[src/rtl/riscv_pkg.sv]
// Shared core constants and the writeback request record used by the
// load-return buffer and the register-file write port.
package riscv_pkg;

  localparam int XLEN       = 32;
  localparam int REG_ADDR_W = 5;
  localparam int NUM_REGS   = 1 << REG_ADDR_W;

  typedef struct packed {
    logic [REG_ADDR_W-1:0] rd;
    logic [XLEN-1:0]       data;
  } wb_req_t;

endpackage

[src/rtl/wb_fifo.sv]
// Small synchronous FIFO of writeback requests; head is visible while not empty.
// push is ignored when full, pop is ignored when empty.
module wb_fifo
  import riscv_pkg::*;
#(
  parameter int DEPTH = 2
) (
  input  logic    clk,
  input  logic    n_rst,
  input  logic    push,
  input  wb_req_t din,
  input  logic    pop,
  output wb_req_t head,
  output logic    full,
  output logic    empty
);

  localparam int PTR_W = $clog2(DEPTH);
  localparam int CNT_W = PTR_W + 1;

  wb_req_t            mem [DEPTH];
  logic [PTR_W-1:0]   wr_ptr;
  logic [PTR_W-1:0]   rd_ptr;
  logic [CNT_W-1:0]   count;
  logic               do_push;
  logic               do_pop;

  assign full    = (count == CNT_W'(DEPTH));
  assign empty   = (count == '0);
  assign do_push = push && !full;
  assign do_pop  = pop && !empty;
  assign head    = mem[rd_ptr];

  // DEPTH is a power of two, so pointer overflow is the modulo wrap.
  always_ff @(posedge clk or negedge n_rst) begin
    if (!n_rst) begin
      wr_ptr <= '0;
      rd_ptr <= '0;
      count  <= '0;
    end else begin
      if (do_push) wr_ptr <= wr_ptr + PTR_W'(1);
      if (do_pop)  rd_ptr <= rd_ptr + PTR_W'(1);
      count <= count + CNT_W'(do_push) - CNT_W'(do_pop);
    end
  end

  always_ff @(posedge clk) begin
    if (do_push) mem[wr_ptr] <= din;
  end

endmodule

[src/rtl/writeback_arbiter.sv]
// Register-file write port arbiter: ALU results win, load returns queue in a
// FIFO; a busy-bit scoreboard of outstanding loads drives decode stall.
module writeback_arbiter
  import riscv_pkg::*;
#(
  parameter int LD_FIFO_DEPTH = 2
) (
  input  logic                  clk,
  input  logic                  n_rst,
  input  logic                  alu_valid,
  input  logic [REG_ADDR_W-1:0] alu_rd,
  input  logic [XLEN-1:0]       alu_data,
  input  logic                  ld_issue,
  input  logic [REG_ADDR_W-1:0] ld_issue_rd,
  input  logic                  ld_valid,
  output logic                  ld_ready,
  input  logic [REG_ADDR_W-1:0] ld_rd,
  input  logic [XLEN-1:0]       ld_data,
  input  logic [REG_ADDR_W-1:0] rs1,
  input  logic [REG_ADDR_W-1:0] rs2,
  output logic                  stall,
  output logic                  RegWr,
  output logic [REG_ADDR_W-1:0] write_reg,
  output logic [XLEN-1:0]       write_data,
  output logic                  waw_err
);

  // Load handshake: a beat transfers on a cycle where ld_valid && ld_ready;
  // ld_ready depends only on registered FIFO occupancy, never on ld_valid.
  wb_req_t               fifo_din;
  wb_req_t               fifo_head;
  logic                  fifo_full;
  logic                  fifo_empty;
  logic                  fifo_push;
  logic                  fifo_pop;
  logic                  alu_win;
  logic                  wb_is_load;
  logic [NUM_REGS-1:0]   busy;
  logic [NUM_REGS-1:0]   busy_next;

  assign ld_ready  = !fifo_full;
  assign fifo_din  = '{rd: ld_rd, data: ld_data};
  // Loads to x0 complete the handshake but are dropped here.
  assign fifo_push = ld_valid && ld_ready && (ld_rd != '0);
  assign alu_win   = alu_valid && (alu_rd != '0);
  assign fifo_pop  = !alu_win && !fifo_empty;

  wb_fifo #(.DEPTH(LD_FIFO_DEPTH)) u_fifo (
    .clk   (clk),
    .n_rst (n_rst),
    .push  (fifo_push),
    .din   (fifo_din),
    .pop   (fifo_pop),
    .head  (fifo_head),
    .full  (fifo_full),
    .empty (fifo_empty)
  );

  always_ff @(posedge clk or negedge n_rst) begin
    if (!n_rst) begin
      RegWr      <= 1'b0;
      write_reg  <= '0;
      write_data <= '0;
      wb_is_load <= 1'b0;
    end else if (alu_win) begin
      RegWr      <= 1'b1;
      write_reg  <= alu_rd;
      write_data <= alu_data;
      wb_is_load <= 1'b0;
    end else if (fifo_pop) begin
      RegWr      <= 1'b1;
      write_reg  <= fifo_head.rd;
      write_data <= fifo_head.data;
      wb_is_load <= 1'b1;
    end else begin
      RegWr      <= 1'b0;
      wb_is_load <= 1'b0;
    end
  end

  // Clear lands on the same edge the register file commits the load; a
  // same-edge issue to that register is a newer load, so set is applied last.
  always_comb begin
    busy_next = busy;
    if (RegWr && wb_is_load) busy_next[write_reg] = 1'b0;
    if (ld_issue && (ld_issue_rd != '0)) busy_next[ld_issue_rd] = 1'b1;
    busy_next[0] = 1'b0;
  end

  always_ff @(posedge clk or negedge n_rst) begin
    if (!n_rst) begin
      busy    <= '0;
      waw_err <= 1'b0;
    end else begin
      busy <= busy_next;
      if (alu_win && busy[alu_rd]) waw_err <= 1'b1;
    end
  end

  assign stall = ((rs1 != '0) && busy[rs1]) || ((rs2 != '0) && busy[rs2]);

endmodule

[config.mk]
export PLATFORM = sky130hd
export DESIGN_NAME = writeback_arbiter
export DESIGN_NICKNAME = d
export VERILOG_FILES = /design/src/rtl/riscv_pkg.sv /design/src/rtl/wb_fifo.sv /design/src/rtl/writeback_arbiter.sv
export SDC_FILE = /design/constraint.sdc
export NUM_CORES = 1
export LEC_CHECK = 0
export CORE_MARGIN = 2
export CORE_UTILIZATION = 47
export DETAILED_ROUTE_END_ITERATION = 8
export MAX_ROUTING_LAYER = met4
export PLACE_DENSITY = 0.77
export RECOVER_POWER = 50
export SLEW_MARGIN = 0
export SYNTH_ARGS = -nofsm -noshare
export SYNTH_HDL_FRONTEND = slang
export SYNTH_HIERARCHICAL = 1
export SYNTH_SLANG_ARGS = --single-unit
[constraint.sdc]
create_clock -name clk -period 3.1 [get_ports clk]
set_clock_uncertainty 0.2 [all_clocks]
set_input_delay 0.62 -clock clk [delete_from_list [all_inputs] [get_ports clk]]
set_output_delay 0.62 -clock clk [all_outputs]
set_load 0.05 [all_outputs]
==> flow_summary_export.csv, run 1 <==
group,metric,value,unit
status,status,"finished, final reports clean",
worst_setup_path,path_class,"in2out",
pwr,power_leakage,3.355,nW
detailed_routing,wl_per_cell,19.76,um
pwr,power-per-cell-area,925.2,nW/um2
detailed_routing,wirelength,16500,um
yosys,synth_edf_count,74,
worst_setup_path,cp-start-kind,"input pin",
cts,cts_tree,"built",
place,dp.cells,801,
yosys,ys_top_cells_by_area,"edfxtp_1 33%, dfrtp_1 28%, mux4_2 7.6%, mux2i_1 6.3%, mux2_4 4.4%",
cts,ctsHoldBuffers,0,
yosys,synth_common_cells,"75 x dfrtp_1, 74 x edfxtp_1, 44 x nor2_1, 43 x mux2i_1, 38 x a21oi_1",
sta,fmax,331.3,MHz
cells_and_area,multiInputGateArea,2574,um2
yosys,syn_area,6824,um2
yosys,synth_area_leader_cell,"edfxtp_1",
cells_and_area,final_util,62.87,%
cts,cts-root-buf,"clkbuf_16",
cells_and_area,area_delta_synth_final,32.38,%
global_routing,antenna_found_initial,2,
cts,post_cts_buffers,0,
cells_and_area,largest_reg_flops,74,
worst_setup_path,path_buf_inv,3,
floorplan,rows,44,
sta,tightestPinTransition,1154,ps
detailed_routing,drt-initial-drc-count,318,
floorplan,core_area,14370,um2
sta,setup_viol,0,
yosys,syn_nets,584,
worst_setup_path,critical_path_required,2280,ps
place,gp_congestion,1.010,
worst_setup_path,crit_top_cell,"mux4_2",
cells_and_area,seqCellArea,4104,um2
cells_and_area,instances_no_fill,835,
cts,clock-sinks,149,
place,placed_area,8456,um2
worst_setup_path,cp_slowest_cell,"mux4_2",
global_routing,grtUsageTotal,22.58,%
yosys,synth_ff_type,"dfrtp_1",
cts,htreeDepth,4,
worst_setup_path,arrival,2200,ps
cts,ctsLongestPathBuffers,2,
floorplan,die-height,124.5,um
sta,period_share,97.38,%
worst_setup_path,critPathCaptureType,"output port",
yosys,yosysSeqAreaShare,60.07,%
floorplan,ioPinCount,135,
sta,fin_tns_setup,0,ps
cells_and_area,drive_above_1_share,19.41,%
sta,fin_crit,3019,ps
cells_and_area,n_fill_cell,1055,
yosys,avgSynthCellArea,13.98,um2
yosys,synth_most_common_cell,"dfrtp_1",
pwr,vdd_drop_max,711.2,uV
place,hpwl,11610,um
cells_and_area,nNetsFinal,732,
detailed_routing,drc,0,
cells_and_area,largest_registers,"u_fifo/mem (74), write_data (32), busy (31)",
yosys,postSynthCellCount,488,
global_routing,grt_pass1_vias,5040,
yosys,synthArstFlopShare,50.34,%
min_path,min_path_type,"in2async",
detailed_routing,dr.pass1.iters,5,
sta,hold_viol,0,
sta,rsz0062_at_grt,"yes",
worst_setup_path,crit_path_max_fanout,7,
worst_setup_path,crit_chain,"buf_2 > buf_8 > mux4_2 > mux4_2 > mux2i_1 > o21ai_1 > buf_6",
global_routing,grt_first_pass_wirelength,26540,um
floorplan,fp.dieArea,15500,um2
worst_setup_path,slowest_delay,500,ps
cells_and_area,final_cell_area,9034,um2
worst_setup_path,reg2reg_slack,990,ps
cts,clk_pin_slew,60,ps
detailed_routing,viasPerCell,5.711,
place,port-buffer-count,134,
yosys,yosysWarningCount,6,
cts,clk_latency,400,ps
cells_and_area,top_register,"u_fifo/mem",
global_routing,grt-ovfl-total,0,
detailed_routing,vias,4769,
sta,drv_slew,0,
yosys,synth_cell_types,44,
yosys,yosys_register_bits,149,
floorplan,die_w,124.5,um
worst_setup_path,cp_top_family,"multiplexers",
pwr,p_total,8.358,mW
job,cap_viol_max_count,0,
global_routing,grt_max_degree,76,
cts,numCtsBuffers,17,
detailed_routing,ant_nets,0,
yosys,synth_top_area_share,32.56,%
sta,slew_headroom,23.05,%
floorplan,start_util,47.49,%
[layout make-up]
type	instances	share of cell area (%)
clock buffers	17	4.709
flip-flops and latches	149	45.43
clock inverters	15	1.787
multi-input cells	307	28.49
well taps	184	2.548
inverters	6	0.2493
repair buffers	155	16.73
diodes	2	0.05540
[stage by stage]
step                      hold slack, ps  worst slack [ps]
after floorplan                    124.4             14.00
after global placement             285.9            -356.7
after detailed placement           281.4            -363.9
after CTS                          28.38            0.6486
after global routing               316.3            -13.62
final                              231.6             81.25
[cell usage in the layout, fill, tap and decap left out, types with 6 or more instances in the layout]
master / Yosys / routed
nand3b_1: 9 / 9
clkdlybuf4s50_1: 0 / 88
nand2_1: 11 / 11
clkbuf_16: 0 / 17
mux2_2: 19 / 19
edfxtp_1: 74 / 74
inv_1: 6 / 6
nor2_1: 44 / 41
a21oi_1: 38 / 38
dfrtp_1: 75 / 71
mux4_2: 23 / 23
dlygate4sd3_1: 0 / 39
o21ai_1: 37 / 33
buf_4: 3 / 17
o21ai_0: 26 / 30
mux2_4: 20 / 20
mux2i_1: 43 / 43
[routing by layer]
metal | part of all wire [%] | GRT usage, % | wire (um)
met1 | 42 | 28.58 | 6875
met3 | 8.0 | 6.744 | 1314
met5 | 0 | - | 0
met4 | 1.8 | 7.535 | 304
met2 | 49 | 35.17 | 8005
[worst paths after layout]
path | start | endpoint | depth (start not counted)
setup / recovery | rs2[0] | stall | 7
hold / removal | n_rst | busy[3]$_DFF_PN0_ | 1
setup reg to reg | u_fifo/count[0]$_DFF_PN0_ | u_fifo/mem[0][4]$_DFFE_PP_ | 8
hold reg to reg | waw_err$_DFFE_PN0P_ | waw_err$_DFFE_PN0P_ | 1
max in group asynchronous | n_rst | u_fifo/rd_ptr$_DFFE_PN0P_ | 2
min in group clk | waw_err$_DFFE_PN0P_ | waw_err$_DFFE_PN0P_ | 1
[repair_timing]
item / CTS / global route
hold endpoints to repair: 0 / 0
cloned: 0 / 0
resized for setup: 13 / 8
pin swaps: 0 / 0
endpoints found under the setup margin: 1 / 1
[cells by family (layout without fill, tap and decap cells)]
kind of cell,Yosys count,count (layout),share of synthesized area [%]
xor+xnor,4,4,0.5135
other cells,0,2,0
buf+inv,32,193,2.603
compound gates,110,110,8.508
simple gates,84,84,5.959
fa+ha+maj,2,2,0.3666
mux,107,107,21.98
flops,149,149,60.07
[power breakdown]
group          switching, mW  internal (mW)  leakage [nW]  total (mW)
clock network          0.762           1.25         0.282        2.02
logic                   1.62           1.44          1.57        3.06
registers              0.563           2.72          1.50        3.28
total                   2.95           5.41          3.35        8.36
[worst register-to-register path: stages (launching register included)]
cell	delay, ps
dfrtp_1	410
nand2b_1	180
inv_1	50
inv_1	70
o311a_1	180
nand2_1	80
buf_4	150
nor2_4	200
buf_12	250
No activity file was read; power rests on OpenSTA's default activity.
==> run 2, diff against run 1 <==
--- a/config.mk
+++ b/config.mk
@@ -5,11 +5,13 @@
 export SDC_FILE = /design/constraint.sdc
 export NUM_CORES = 1
 export LEC_CHECK = 0
+export CELL_PAD_IN_SITES_DETAIL_PLACEMENT = 0
+export CELL_PAD_IN_SITES_GLOBAL_PLACEMENT = 1
 export CORE_MARGIN = 2
-export CORE_UTILIZATION = 47
+export CORE_UTILIZATION = 38
 export DETAILED_ROUTE_END_ITERATION = 8
 export MAX_ROUTING_LAYER = met4
-export PLACE_DENSITY = 0.77
+export PLACE_DENSITY_LB_ADDON = 0.1
 export RECOVER_POWER = 50
 export SLEW_MARGIN = 0
 export SYNTH_ARGS = -nofsm -noshare
==> run 2 against run 1 <==
Compared with the run above: sequential share of layout area down 0.68 points; worst hold slack improved by 90 ps; power rose by 0.20%; global-route usage down 2.7 points; count of clock-buffer cells in the layout up 1; worst setup slack got worse by 13 ps; non-clock buffer count up 16; sequential cell count is the same; first-iteration DRC count is 29% lower; combinational power increased by 5%; highest routed layer unchanged.
==> flow_summary_export.csv, run 2 (synthesized netlist as in run 1, its figures left out) <==
group,metric,value,unit
worst_setup_path,arrival,2210,ps
place,gp_congestion,0.8758,
global_routing,grt_max_degree,76,
sta,drv_slew,0,
detailed_routing,vias,4755,
global_routing,antenna_found_initial,3,
worst_setup_path,cp-start-kind,"flip-flop",
cts,numCtsBuffers,17,
pwr,p_comb_share,38.4,%
cells_and_area,largest_reg_flops,74,
cts,clk_pin_slew,60,ps
worst_setup_path,crit_top_cell,"mux4_2",
cts,clock-sinks,149,
place,dp.cells,854,
floorplan,rows,49,
sta,fin_crit,3032,ps
sta,fin_tns_setup,0,ps
global_routing,grt-ovfl-total,0,
worst_setup_path,cp_slowest_cell,"mux4_2",
worst_setup_path,r2r_cells,8,
worst_setup_path,startpoint,"busy[29]$_DFF_PN0_",
floorplan,die-height,138.0,um
pwr,seqPwrFrac,38.9,%
worst_setup_path,r2r_end,"u_fifo/count[1]$_DFF_PN0_",
cts,cts_tree,"built",
worst_setup_path,crit_chain,"mux4_2 > mux4_2 > mux2i_1 > o21ai_1 > buf_6",
global_routing,grt_pass1_vias,4967,
detailed_routing,dr.pass1.iters,5,
worst_setup_path,path_class,"reg2out",
worst_setup_path,r2r-start,"u_fifo/count[1]$_DFF_PN0_",
status,status,"finished, final reports clean",
global_routing,grt_first_pass_wirelength,28130,um
worst_setup_path,cp.depth,5,
cts,ctsLongestPathBuffers,2,
sta,period_share,97.81,%
floorplan,start_util,38.38,%
sta,rsz0062_at_grt,"yes",
pwr,switching_power,3.071,mW
cells_and_area,n_fill_cell,1533,
pwr,power-per-cell-area,910.1,nW/um2
worst_setup_path,crit_end,"stall",
min_path,min_path_type,"reg2reg",
worst_setup_path,crit_path_max_fanout,4,
worst_setup_path,reg2reg_slack,850,ps
cells_and_area,top_register,"u_fifo/mem",
global_routing,grtUsageTotal,19.92,%
pwr,p_int,5.304,mW
place,port-buffer-count,134,
place,hpwl,12460,um
pwr,swShare,36.67,%
detailed_routing,drc,0,
sta,fmax,329.8,MHz
worst_setup_path,critPathCaptureType,"output port",
sta,slew_headroom,2.591,%
detailed_routing,wirelength,17900,um
sta,tightestPinTransition,1461,ps
pwr,vdd_drop_max,496.4,uV
detailed_routing,viasPerCell,5.301,
cells_and_area,final_cell_mix,"90 x clkdlybuf4s50_1, 74 x edfxtp_1, 60 x dfrtp_1",
cells_and_area,drive_above_1_share,23.16,%
floorplan,fp.dieArea,19050,um2
floorplan,die_w,138.0,um
cells_and_area,area_delta_synth_final,34.86,%
cells_and_area,final_common_cell,"clkdlybuf4s50_1",
worst_setup_path,critical_path_required,2280,ps
pwr,p_clk_share,22.7,%
floorplan,ioPinCount,135,
floorplan,core_area,17780,um2
cells_and_area,instances_no_fill,897,
job,cap_viol_max_count,0,
sta,hold_viol,0,
worst_setup_path,cp_top_family,"multiplexers",
cts,cts-root-buf,"clkbuf_16",
cts,htreeDepth,4,
worst_setup_path,path_buf_inv,1,
pwr,power_leakage,3.400,nW
cells_and_area,nNetsFinal,748,
cells_and_area,largest_registers,"u_fifo/mem (74), write_data (32), busy (31)",
detailed_routing,wl_per_cell,19.95,um
sta,setup_viol,0,
worst_setup_path,slowest_delay,480,ps
detailed_routing,ant_nets,0,
cts,clk_latency,420,ps
detailed_routing,drt-initial-drc-count,225,
==> run 2: worst min path at each step <==
stage	startpoint	slack, ps	depth (start not counted)	to
2_1_floorplan	n_rst	120	0	RegWr$_DFF_PN0_
3_3_place_gp	waw_err$_DFFE_PN0P_	280	1	waw_err$_DFFE_PN0P_
3_5_place_dp	waw_err$_DFFE_PN0P_	300	1	waw_err$_DFFE_PN0P_
4_1_cts	n_rst	90	1	write_data[25]$_DFFE_PN0P_
5_1_grt	waw_err$_DFFE_PN0P_	360	1	waw_err$_DFFE_PN0P_
6_report	waw_err$_DFFE_PN0P_	320	1	waw_err$_DFFE_PN0P_
==> run 2: area by class of cell <==
type	instances	area (um2)	area share, %
sequential	149	4118	44.75
multi-input combinational	307	2571	27.94
timing repair buffer	171	1639	17.81
clock buffer	18	439.2	4.772
tap	229	286.5	3.114
clock inverter	14	118.9	1.292
inverter	6	22.52	0.2447
antenna	3	7.507	0.08158
==> run 2: per-layer routing <==
metal  up-vias  part of all wire (%)  global-route usage (%)
met3        28                   7.0                   5.888
met1      2342                    42                   24.53
li1       2190                     -                       -
met5         -                     0                       -
met4         0                   1.8                   6.552
met2       195                    50                   31.74
==> run 2: power groups by stage <==
| stage | Clock [mW] | Combinational [mW] | Sequential (mW) |
|---|---|---|---|
| 2_1_floorplan | 0 | 1.73 | 3.56 |
| 5_1_grt | 2.05 | 3.46 | 3.32 |
| 3_5_place_dp | 0 | 3.17 | 3.29 |
| 6_report | 1.90 | 3.22 | 3.26 |
| 3_3_place_gp | 0 | 3.13 | 3.27 |
| 4_1_cts | 1.96 | 3.22 | 3.25 |
==> run 2: worst reg2reg max path: cells and delay by family (launching register included) <==
kind	cells	cell delay, ps
flops	1	440
xor+xnor	2	330
simple gates	3	670
buf+inv	1	40
fa+ha+maj	2	490
==> run 2: metrics by stage <==
stage | hold slack, ps | cell area (um2) | power, mW | setup slack (ps) | util [%]
after floorplan | 124.4 | 6827 | 5.289 | 14.00 | -
after global placement | 283.5 | 8572 | 6.398 | -391.2 | 48.21
after detailed placement | 299.8 | 8572 | 6.454 | -409.7 | 48.21
after CTS | 90.13 | 9156 | 8.433 | 1.490 | 51.50
after global routing | 364.5 | 9203 | 8.828 | -9.428 | 51.76
final | 321.4 | 9203 | 8.375 | 67.93 | 51.76
==> run 2: repair_timing <==
item                       CTS  global route
pin swaps                    0             0
setup buffers                3             5
setup endpoints to repair    1             1
gates resized for setup     19            10
gates cloned                 0             0
hold buffers                 0             0
==> run 3, diff against run 2 <==
--- a/config.mk
+++ b/config.mk
@@ -10,10 +10,10 @@
 export CORE_MARGIN = 2
 export CORE_UTILIZATION = 38
 export DETAILED_ROUTE_END_ITERATION = 8
+export HOLD_SLACK_MARGIN = 0.05
 export MAX_ROUTING_LAYER = met4
 export PLACE_DENSITY_LB_ADDON = 0.1
 export RECOVER_POWER = 50
-export SLEW_MARGIN = 0
 export SYNTH_ARGS = -nofsm -noshare
 export SYNTH_HDL_FRONTEND = slang
 export SYNTH_HIERARCHICAL = 1
==> results of run 3 <==
Same layout as run 2: the final DEF is identical, and so are final timing and power.
